### config.mk
export PLATFORM = sky130hd
export DESIGN_NAME = udp_ip_tx_gen
export DESIGN_NICKNAME = d
export VERILOG_FILES = /design/src/rtl/udp_ip_tx_gen.sv
export SDC_FILE = /design/constraint.sdc
export NUM_CORES = 1
export LEC_CHECK = 0
export ABC_AREA = 1
export CORE_MARGIN = 2
export CORE_UTILIZATION = 30
export CTS_BUF_LIST = sky130_fd_sc_hd__clkbuf_4
export CTS_CLUSTER_SIZE = 30
export DETAILED_ROUTE_END_ITERATION = 6
export PLACE_DENSITY = 0.62
export SLEW_MARGIN = 15
export SYNTH_ARGS = -nofsm -noshare
export SYNTH_HDL_FRONTEND = slang
export SYNTH_SLANG_ARGS = --single-unit
### constraint.sdc
create_clock -name clk -period 6.1 [get_ports clk]
set_clock_uncertainty 0.2 [all_clocks]
set_input_delay 1.83 -clock clk [delete_from_list [all_inputs] [get_ports clk]]
set_output_delay 1.83 -clock clk [all_outputs]
set_load 0.05 [all_outputs]
### src/rtl/udp_ip_tx_gen.sv
// Multi-channel UDP/IPv4 datagram generator: round-robin payload arbitration,
// 28-byte IPv4+UDP header, length pad/truncate, inter-frame gap. Option: PKT_STATS_EN.
module udp_ip_tx_gen #(
    parameter int unsigned NUM_CHANNELS  = 2,
    parameter int unsigned MAX_PAYLOAD   = 1472,
    parameter int unsigned GAP_CYCLES    = 12,
    parameter logic [31:0] SRC_IP        = 32'hC0A80001,
    parameter logic [31:0] DST_IP        = 32'hC0A80002,
    parameter logic [15:0] SRC_PORT_BASE = 16'd100
) (
    input  logic                       clk,
    input  logic                       areset,
    output logic [NUM_CHANNELS-1:0]    s_axis_tready,
    input  logic [NUM_CHANNELS-1:0]    s_axis_tvalid,
    input  logic [NUM_CHANNELS-1:0]    s_axis_tlast,
    input  logic [8*NUM_CHANNELS-1:0]  s_axis_tdata,
    input  logic [16*NUM_CHANNELS-1:0] s_len,
    input  logic [16*NUM_CHANNELS-1:0] s_dest_port,
    input  logic                       m_axis_tready,
    output logic                       m_axis_tvalid,
    output logic                       m_axis_tlast,
    output logic [7:0]                 m_axis_tdata,
    output logic                       err_pad,
    output logic                       err_trunc
`ifdef PKT_STATS_EN
    ,
    output logic [31:0]                stat_frames,
    output logic [15:0]                stat_pad,
    output logic [15:0]                stat_trunc
`endif
);

    localparam int unsigned CW = (NUM_CHANNELS > 1) ? $clog2(NUM_CHANNELS) : 1;
    localparam int unsigned GW = $clog2(GAP_CYCLES + 1) + 1;

    typedef enum logic [2:0] {IDLE, CALC, HDR, PAY, PAD, DRAIN, GAP} state_t;
    state_t state, state_n;

    logic [CW-1:0]  rr_ptr, grant, grant_idx, grant_ptr_n, cand;
    logic           grant_found;
    logic [15:0]    len_q, dport_q, ip_id, csum, cnt;
    logic [15:0]    tot_len, udp_len, sport, fold2;
    logic [16:0]    fold1;
    logic [31:0]    sum;
    logic [4:0]     hdr_idx;
    logic [GW-1:0]  gap_cnt;
    logic [223:0]   hdr_vec;
    logic           out_accept, in_fire, last_hs, byte_is_last, gap_done;
    logic           load, load_last, pad_ev, trunc_ev;
    logic [7:0]     load_data;

    function automatic logic [15:0] clamp_len(input logic [15:0] l);
        if (l == 16'd0) return 16'd1;
        if (32'(l) > MAX_PAYLOAD) return 16'(MAX_PAYLOAD);
        return l;
    endfunction

    assign out_accept   = !m_axis_tvalid || m_axis_tready;
    assign last_hs      = m_axis_tvalid && m_axis_tready && m_axis_tlast;
    assign in_fire      = s_axis_tvalid[grant] && out_accept;
    assign byte_is_last = (cnt + 16'd1 == len_q);
    assign gap_done     = (32'(gap_cnt) + 32'd1 >= 32'(GAP_CYCLES));

    assign tot_len = len_q + 16'd28;
    assign udp_len = len_q + 16'd8;
    assign sport   = SRC_PORT_BASE + 16'(grant);
    assign hdr_vec = {16'h4500, tot_len, ip_id, 16'h4000, 8'h40, 8'h11, csum,
                      SRC_IP, DST_IP, sport, dport_q, udp_len, 16'h0000};

    // Checksum field is zero during the sum, so it is simply left out.
    assign sum = 32'h4500 + 32'(tot_len) + 32'(ip_id) + 32'h4000 + 32'h4011
               + 32'(SRC_IP[31:16]) + 32'(SRC_IP[15:0])
               + 32'(DST_IP[31:16]) + 32'(DST_IP[15:0]);
    assign fold1 = {1'b0, sum[15:0]} + {1'b0, sum[31:16]};
    assign fold2 = fold1[15:0] + {15'd0, fold1[16]};

    always_comb begin
        grant_found = 1'b0;
        grant_idx   = '0;
        cand        = '0;
        for (int unsigned i = 0; i < NUM_CHANNELS; i++) begin
            cand = CW'((32'(rr_ptr) + i) % NUM_CHANNELS);
            if (!grant_found && s_axis_tvalid[cand]) begin
                grant_found = 1'b1;
                grant_idx   = cand;
            end
        end
        grant_ptr_n = (grant_idx == CW'(NUM_CHANNELS - 1)) ? '0 : grant_idx + CW'(1);
    end

    always_comb begin
        state_n       = state;
        load          = 1'b0;
        load_data     = '0;
        load_last     = 1'b0;
        pad_ev        = 1'b0;
        trunc_ev      = 1'b0;
        s_axis_tready = '0;
        case (state)
            IDLE: if (grant_found) state_n = CALC;
            CALC: begin
                // First header byte needs no checksum, so it goes out while the sum is latched.
                if (out_accept) begin
                    load      = 1'b1;
                    load_data = hdr_vec[223:216];
                    state_n   = HDR;
                end
            end
            HDR: begin
                if (out_accept) begin
                    load      = 1'b1;
                    load_data = hdr_vec[(27 - int'(hdr_idx)) * 8 +: 8];
                    if (hdr_idx == 5'd27) state_n = PAY;
                end
            end
            PAY: begin
                s_axis_tready[grant] = out_accept;
                if (in_fire) begin
                    load      = 1'b1;
                    load_data = s_axis_tdata[8*grant +: 8];
                    load_last = byte_is_last;
                    if (byte_is_last) begin
                        trunc_ev = !s_axis_tlast[grant];
                        state_n  = s_axis_tlast[grant] ? GAP : DRAIN;
                    end else if (s_axis_tlast[grant]) begin
                        pad_ev  = 1'b1;
                        state_n = PAD;
                    end
                end
            end
            PAD: begin
                if (out_accept) begin
                    load      = 1'b1;
                    load_last = byte_is_last;
                    if (byte_is_last) state_n = GAP;
                end
            end
            DRAIN: begin
                s_axis_tready[grant] = 1'b1;
                if (s_axis_tvalid[grant] && s_axis_tlast[grant]) state_n = GAP;
            end
            GAP: if (!m_axis_tvalid && gap_done) state_n = IDLE;
            default: state_n = IDLE;
        endcase
    end

    always_ff @(posedge clk or posedge areset) begin
        if (areset) state <= IDLE;
        else        state <= state_n;
    end

    always_ff @(posedge clk or posedge areset) begin
        if (areset) begin
            rr_ptr <= '0; grant <= '0; len_q <= '0; dport_q <= '0;
            ip_id <= '0; csum <= '0; cnt <= '0; hdr_idx <= '0; gap_cnt <= '0;
            m_axis_tvalid <= 1'b0; m_axis_tlast <= 1'b0; m_axis_tdata <= '0;
            err_pad <= 1'b0; err_trunc <= 1'b0;
        end else begin
            if (state == IDLE && grant_found) begin
                grant   <= grant_idx;
                len_q   <= clamp_len(s_len[16*grant_idx +: 16]);
                dport_q <= s_dest_port[16*grant_idx +: 16];
                rr_ptr  <= grant_ptr_n;
            end
            if (state == CALC) begin
                csum    <= ~fold2;
                cnt     <= '0;
                hdr_idx <= 5'd1;
            end
            if (state == HDR && load) hdr_idx <= hdr_idx + 5'd1;
            if ((state == PAY || state == PAD) && load) cnt <= cnt + 16'd1;
            if (state == GAP && !m_axis_tvalid)
                gap_cnt <= (state_n == IDLE) ? '0 : gap_cnt + GW'(1);
            if (load) begin
                m_axis_tvalid <= 1'b1;
                m_axis_tdata  <= load_data;
                m_axis_tlast  <= load_last;
            end else if (m_axis_tready) begin
                m_axis_tvalid <= 1'b0;
                m_axis_tlast  <= 1'b0;
            end
            if (last_hs) ip_id <= ip_id + 16'd1;
            err_pad   <= pad_ev;
            err_trunc <= trunc_ev;
        end
    end

`ifdef PKT_STATS_EN
    always_ff @(posedge clk or posedge areset) begin
        if (areset) begin
            stat_frames <= '0;
            stat_pad    <= '0;
            stat_trunc  <= '0;
        end else begin
            if (last_hs && stat_frames != '1) stat_frames <= stat_frames + 32'd1;
            if (err_pad && stat_pad != '1) stat_pad <= stat_pad + 16'd1;
            if (err_trunc && stat_trunc != '1) stat_trunc <= stat_trunc + 16'd1;
        end
    end
`endif

endmodule
Word level (Yosys, flattened, before mapping):

Index checks and enable logic that the tools add are counted.

* register bits after elaboration: 107
* input bits: 87
* output and inout bits: 14
* word-level logic and storage cells: 142

* add/subtract/negate cells: 21
* order comparisons: 6
* eq/ne operators: 8
* shift operators: 4
* multiplexer cells: 63
* bitwise gates (word level): 2
* reduce and logical (&&, ||, !) cells: 23

Operators by type and width (count)
* $shiftx 224x9->8: 1
* $mux 16: 6
* $shiftx 32x6->16: 2
* $mux 1: 33
* $mux 3: 11
* $add 16x1->16 const B: 2
* $add 23x2->24 const B: 1
* $pmux 8 s3: 1
* $add 22x16->23 const B: 1
* $add 21x1->22 const B: 1
* $add 20x16->21 const B: 1
* $pmux 3 s7: 1
* $add 19x15->20 const B: 1
* $add 18x15->19 const B: 1
* $add 17x16->18: 1
* $add 15x16->17 const A: 1
* $add 16x8->17: 1
* $add 16x1->16: 1
* $add 16x4->16 const B: 1
* $add 16x5->16 const B: 1
* $eq 16x16->1: 1
* $gt 16x11->1 const B: 1
* $logic_not 16->1: 1
* $mux 8: 2
* other kinds (27): 53

Depth between registers and ports, before layout:

* depth after elaboration: 14
* mapped depth: 43
* mapped depth without buffers: 43

Worst setup path after synthesis:

No wires, ideal clock.

* path kind: flip-flop to flip-flop
* from: reg len_q[3]
* to: reg csum[12]
* library setup time: 0.120 ns
* data arrival time: 5.513 ns
* data required time: 5.780 ns
* slack: 0.267 ns
* cell stages (with the launch flop): 41
* path through: dfrtp_1 -> inv_1 -> ha_1 -> a21oi_1 -> nand2_1 -> nor2_1 -> xor2_1 -> inv_1 -> ha_1 -> ha_1 -> nand2_1 -> nor2_1 -> nand3_1 -> nand3_1 -> nand2_1 -> nand2_1 -> a21oi_1 -> o21ai_0 -> [5 not listed] -> a21oi_4 -> nand4_1 -> nor4_1 -> ha_1 -> ha_1 -> inv_1 -> nor3_2 -> nand3_1 -> nor2_1 -> nand2_1 -> nor2_2 -> nand3_1 -> nor2_2 -> nand2_1 -> nand2_1 -> nand3_1 -> o21ai_0 -> inv_1

* longest elaborated chain between the ends: 12

RTL lines
* from (decl): line 41 `logic [15:0] len_q, dport_q, ip_id, csum, cnt;`
* from (signal assigned): line 161 `len_q <= clamp_len(s_len[16*grant_idx +: 16]);`
* $add 16x5->16: line 64 `assign tot_len = len_q + 16'd28;`
* $add 15x16->17: line 71 `assign sum = 32'h4500 + 32'(tot_len) + 32'(ip_id) + 32'h4000 + 32'h4011`
* $add 17x16->18: line 71
* $add 18x15->19: line 71
* $add 19x15->20: line 71
* $add 20x16->21: line 72 `+ 32'(SRC_IP[31:16]) + 32'(SRC_IP[15:0])`
* $add 21x1->22: line 72
* $add 22x16->23: line 73 `+ 32'(DST_IP[31:16]) + 32'(DST_IP[15:0]);`
* $add 23x2->24: line 73
* $add 16x8->17: line 74 `assign fold1 = {1'b0, sum[15:0]} + {1'b0, sum[31:16]};`
* $add 16x1->16: line 75 `assign fold2 = fold1[15:0] + {15'd0, fold1[16]};`
* $not 16->16: line 166 `csum <= ~fold2;`
* to (signal assigned): line 166
* to (decl): line 41

Every way passes these cells.
A chain may end at the register's enable or synchronous reset.

Worst setup path in the final report:

* from: in m_axis_tready
* to: out s_axis_tready[0]

* longest elaborated chain between the ends: 3

RTL lines
* from (decl): line 19 `input logic m_axis_tready,`
* $logic_or 1x1->1: line 58 `assign out_accept = !m_axis_tvalid || m_axis_tready;`
* $and 2x2->2 (no source line)
* $pmux 2 s2: line 99 `case (state)`
* to (decl): line 13 `output logic [NUM_CHANNELS-1:0] s_axis_tready,`

Every way passes these cells.

==> impl_metrics.toml <==
[cells_and_area]
final_area_um2 = 11400
finalNetCount = 1629
area_growth_pct = 23.9
finish.utilization_pct = 37.6
drive_above_1_share_pct = 12.8
fin_cells = 1895

[synthesis]
synthesis.area_um2 = 9240
syn_inst = 1371
synth_nets = 1507
yosysSeqAreaShare_pct = 29.0
ys_ff_latch = 107
synth_edf_count = 0
avgSynthCellArea_um2 = 6.74
synthArstFlopShare_pct = 100
synth.distinct_cells = 55
synth_ff_type = "dfrtp_1"
ys_warn_count = 0

[outcome]
violations = "design-rule violations"
status = "complete, but fails checks"

[pwr]
totalPowerFinal_uw = 4710
irDropWorstVdd_mv = 0.185
power_leakage_uw = 0.00553
power.density_nw_per_um2 = 412

[global_route]
busiest_layer = "met2"
grt_pass1_wl_um = 47200
grt_usage_pct = 17.9
met1_usage_pct = 25.3
grtUsageMet2_pct = 29.2
grt_overflow = 0
grt_pass1_vias = 8974
antenna_found_initial = 1
use_met3_pct = 2.25
grt_max_degree = 62

[setup_path]
crit_fanout = 5
worstPathRequired_ns = 4.07
critPathKind = "primary input to output pin"
critPathLaunchType = "primary input"
arrival_ns = 3.79
endpoint_kind = "output pin"

[placement]
place_area_um2 = 10800
gp_congestion = 0.934
io_buffers = 100
dp.cells = 1863
hpwlAfterDp_um = 23400

[clock_tree]
ctsHoldBuffers = 0
cts_num_sinks = 107
htreeDepth = 3
numCtsBuffers = 9
cts_tree = "done"
clockRootBuffer = "clkbuf_4"
clk_latency_ns = 0.53
clk_pin_slew_ns = 0.20
cts_buffer_depth = 2

[timing]
slew_viol_final = 0
timing.hold.ws_ns = 0.314
period_share_pct = 95.4
setup-violations-final = 0
clock.fmax_ghz = 0.172
hold_viol = 0
rsz0062_at_grt = "true"
slew_headroom_pct = 34.7
fin_crit_ns = 5.82
tightest_slew_ns = 0.955

[floorplanning]
io_pins = 101
std_cell_rows = 64
die_w_um = 180
core_um2 = 30400
die_area_um2 = 32200
initial_core_util_pct = 30.4
dieHeight_um = 180

[detailed_routing]
first_pass_iters = 7
drc_errors = 2
num_vias = 9731
drt_wl_total_um = 29900
ant_nets = 0
detail_route.wl_per_cell_um = 15.8
drt-vias-per-instance = 5.14
initialDrtViolationCount = 949

[run]
max_cap_violations = 0

[min_path]
min_path_type = "flip-flop to flip-flop"
report_power, final:
group | internal, µW | total, µW | switching [µW]
Clock | 107 | 415 | 308
Combinational | 1070 | 3200 | 2130
Sequential | 906 | 1090 | 188
Total | 2090 | 4710 | 2620
cells in the mapped netlist, types with 4 or more instances:
| cell type | n | area, µm² |
|---|---|---|
| clkinv_1 | 6 | 22.5 |
| o21ai_0 | 62 | 310 |
| o22ai_1 | 26 | 163 |
| mux2i_1 | 12 | 120 |
| o221ai_1 | 13 | 114 |
| a221oi_1 | 5 | 43.8 |
| or2_2 | 6 | 37.5 |
| a21oi_1 | 27 | 135 |
| inv_1 | 210 | 788 |
| xor2_1 | 37 | 324 |
| nor4_1 | 4 | 25.0 |
| nand2_2 | 18 | 113 |
| nand3_2 | 6 | 60.1 |
| nor2_2 | 11 | 68.8 |
| mux2_2 | 4 | 45.0 |
| dfrtp_1 | 107 | 2680 |
| nand3_1 | 132 | 661 |
| nand2_1 | 357 | 1340 |
| clkbuf_1 | 22 | 82.6 |
| buf_2 | 7 | 35.0 |
| nor3_1 | 16 | 80.1 |
| o2111ai_1 | 4 | 35.0 |
| ha_1 | 47 | 588 |
| inv_2 | 8 | 30.0 |
| o21ai_1 | 4 | 20.0 |
| xnor2_1 | 7 | 61.3 |
| nor2_4 | 4 | 45.0 |
| nand4_1 | 44 | 275 |
| o211ai_1 | 8 | 60.1 |
| nor2_1 | 108 | 405 |
| a22oi_1 | 9 | 67.6 |
layout by cell type (no fill, tap or decap), types with 11 or more instances in the layout:
master,netlist,final
ha_4,0,11
o22ai_1,26,26
clkdlybuf4s50_1,0,100
buf_4,3,44
dfrtp_1,107,105
inv_1,210,202
nand3_1,132,129
mux2i_1,12,12
nor2_2,11,13
o21ai_0,62,61
nor3_1,16,15
a21oi_1,27,22
ha_1,47,32
nand2_2,18,30
xor2_1,37,30
nand4_1,44,44
o221ai_1,13,13
nand2_1,357,340
nor2_1,108,104
inv_2,8,15
state kept, by name, summed over array words and instances, names as in the netlist:
signal,count
cnt,16
m_axis_tdata,8
dport_q,16
rr_ptr,1
ip_id,16
grant,1
m_axis_tvalid,1
state,3
len_q,16
hdr_idx,5
err_trunc,1
m_axis_tlast,1
csum,16
gap_cnt,5
err_pad,1
what timing repair did:
item | 4_1_cts | 5_1_grt
gates resized for setup | 2 | 73
endpoints found under the setup margin | 2 | 9
pin swaps | 0 | 41
setup buffers | 1 | 14
final cells by class:
type	count	area [µm²]
Antenna cell	1	2.50
Clock buffer	9	67.6
Clock inverter	7	101
Fill cell	3228	19000
Inverter	224	843
Multi-Input combinational cell	1007	5920
Sequential cell	107	2680
Tap cell	396	495
Timing Repair Buffer	144	1330
critical path, stage by stage:
cell	delay (ns)
clkdlybuf4s50_1	0.45
nor2_1	0.31
inv_1	0.17
a21oi_1	0.24
nor2_1	0.07
clkdlybuf4s50_1	0.72
metal layers:
| layer | wire length, µm | vias up |
|---|---|---|
| li1 | - | 4747 |
| met1 | 13900 | 4624 |
| met2 | 13800 | 316 |
| met3 | 1640 | 44 |
| met4 | 522 | 0 |
| met5 | 0 | - |
metrics by stage:
stage	setup TNS, ns	setup slack (ns)
after detailed placement	-0.0513	-0.0257
after global routing	-0.694	-0.180
final	0	0.282
after floorplan	0	0.267
after CTS	0	0.00259
after global placement	0	0.154
kinds of logic after synthesis:
| logic type | share of synthesized area (%) |
|---|---|
| simple gates | 34.6 |
| buf+inv | 10.7 |
| compound gates | 12.3 |
| flops | 29.0 |
| fa+ha+maj | 6.80 |
| xor+xnor | 4.83 |
| mux | 1.79 |
worst paths after layout:
| kind | slack, ns | depth (start not counted) | startpoint | endpoint |
|---|---|---|---|---|
| hold reg to reg | 0.31 | 1 | ip_id[15]$_DFFE_PP0P_ | ip_id[15]$_DFFE_PP0P_ |
| setup reg to reg | 0.29 | 42 | len_q[3]$_DFFE_PP0P_ | csum[14]$_DFFE_PP0P_ |
| max in group asynchronous | 3.28 | 3 | areset | hdr_idx[1]$_DFFE_PP0P_ |
| setup / recovery | 0.28 | 6 | m_axis_tready | s_axis_tready[0] |
| hold / removal | 0.31 | 1 | ip_id[15]$_DFFE_PP0P_ | ip_id[15]$_DFFE_PP0P_ |
| min in group asynchronous | 1.57 | 2 | areset | gap_cnt[3]$_DFFE_PP0P_ |
No activity file was read; power rests on OpenSTA's default activity.
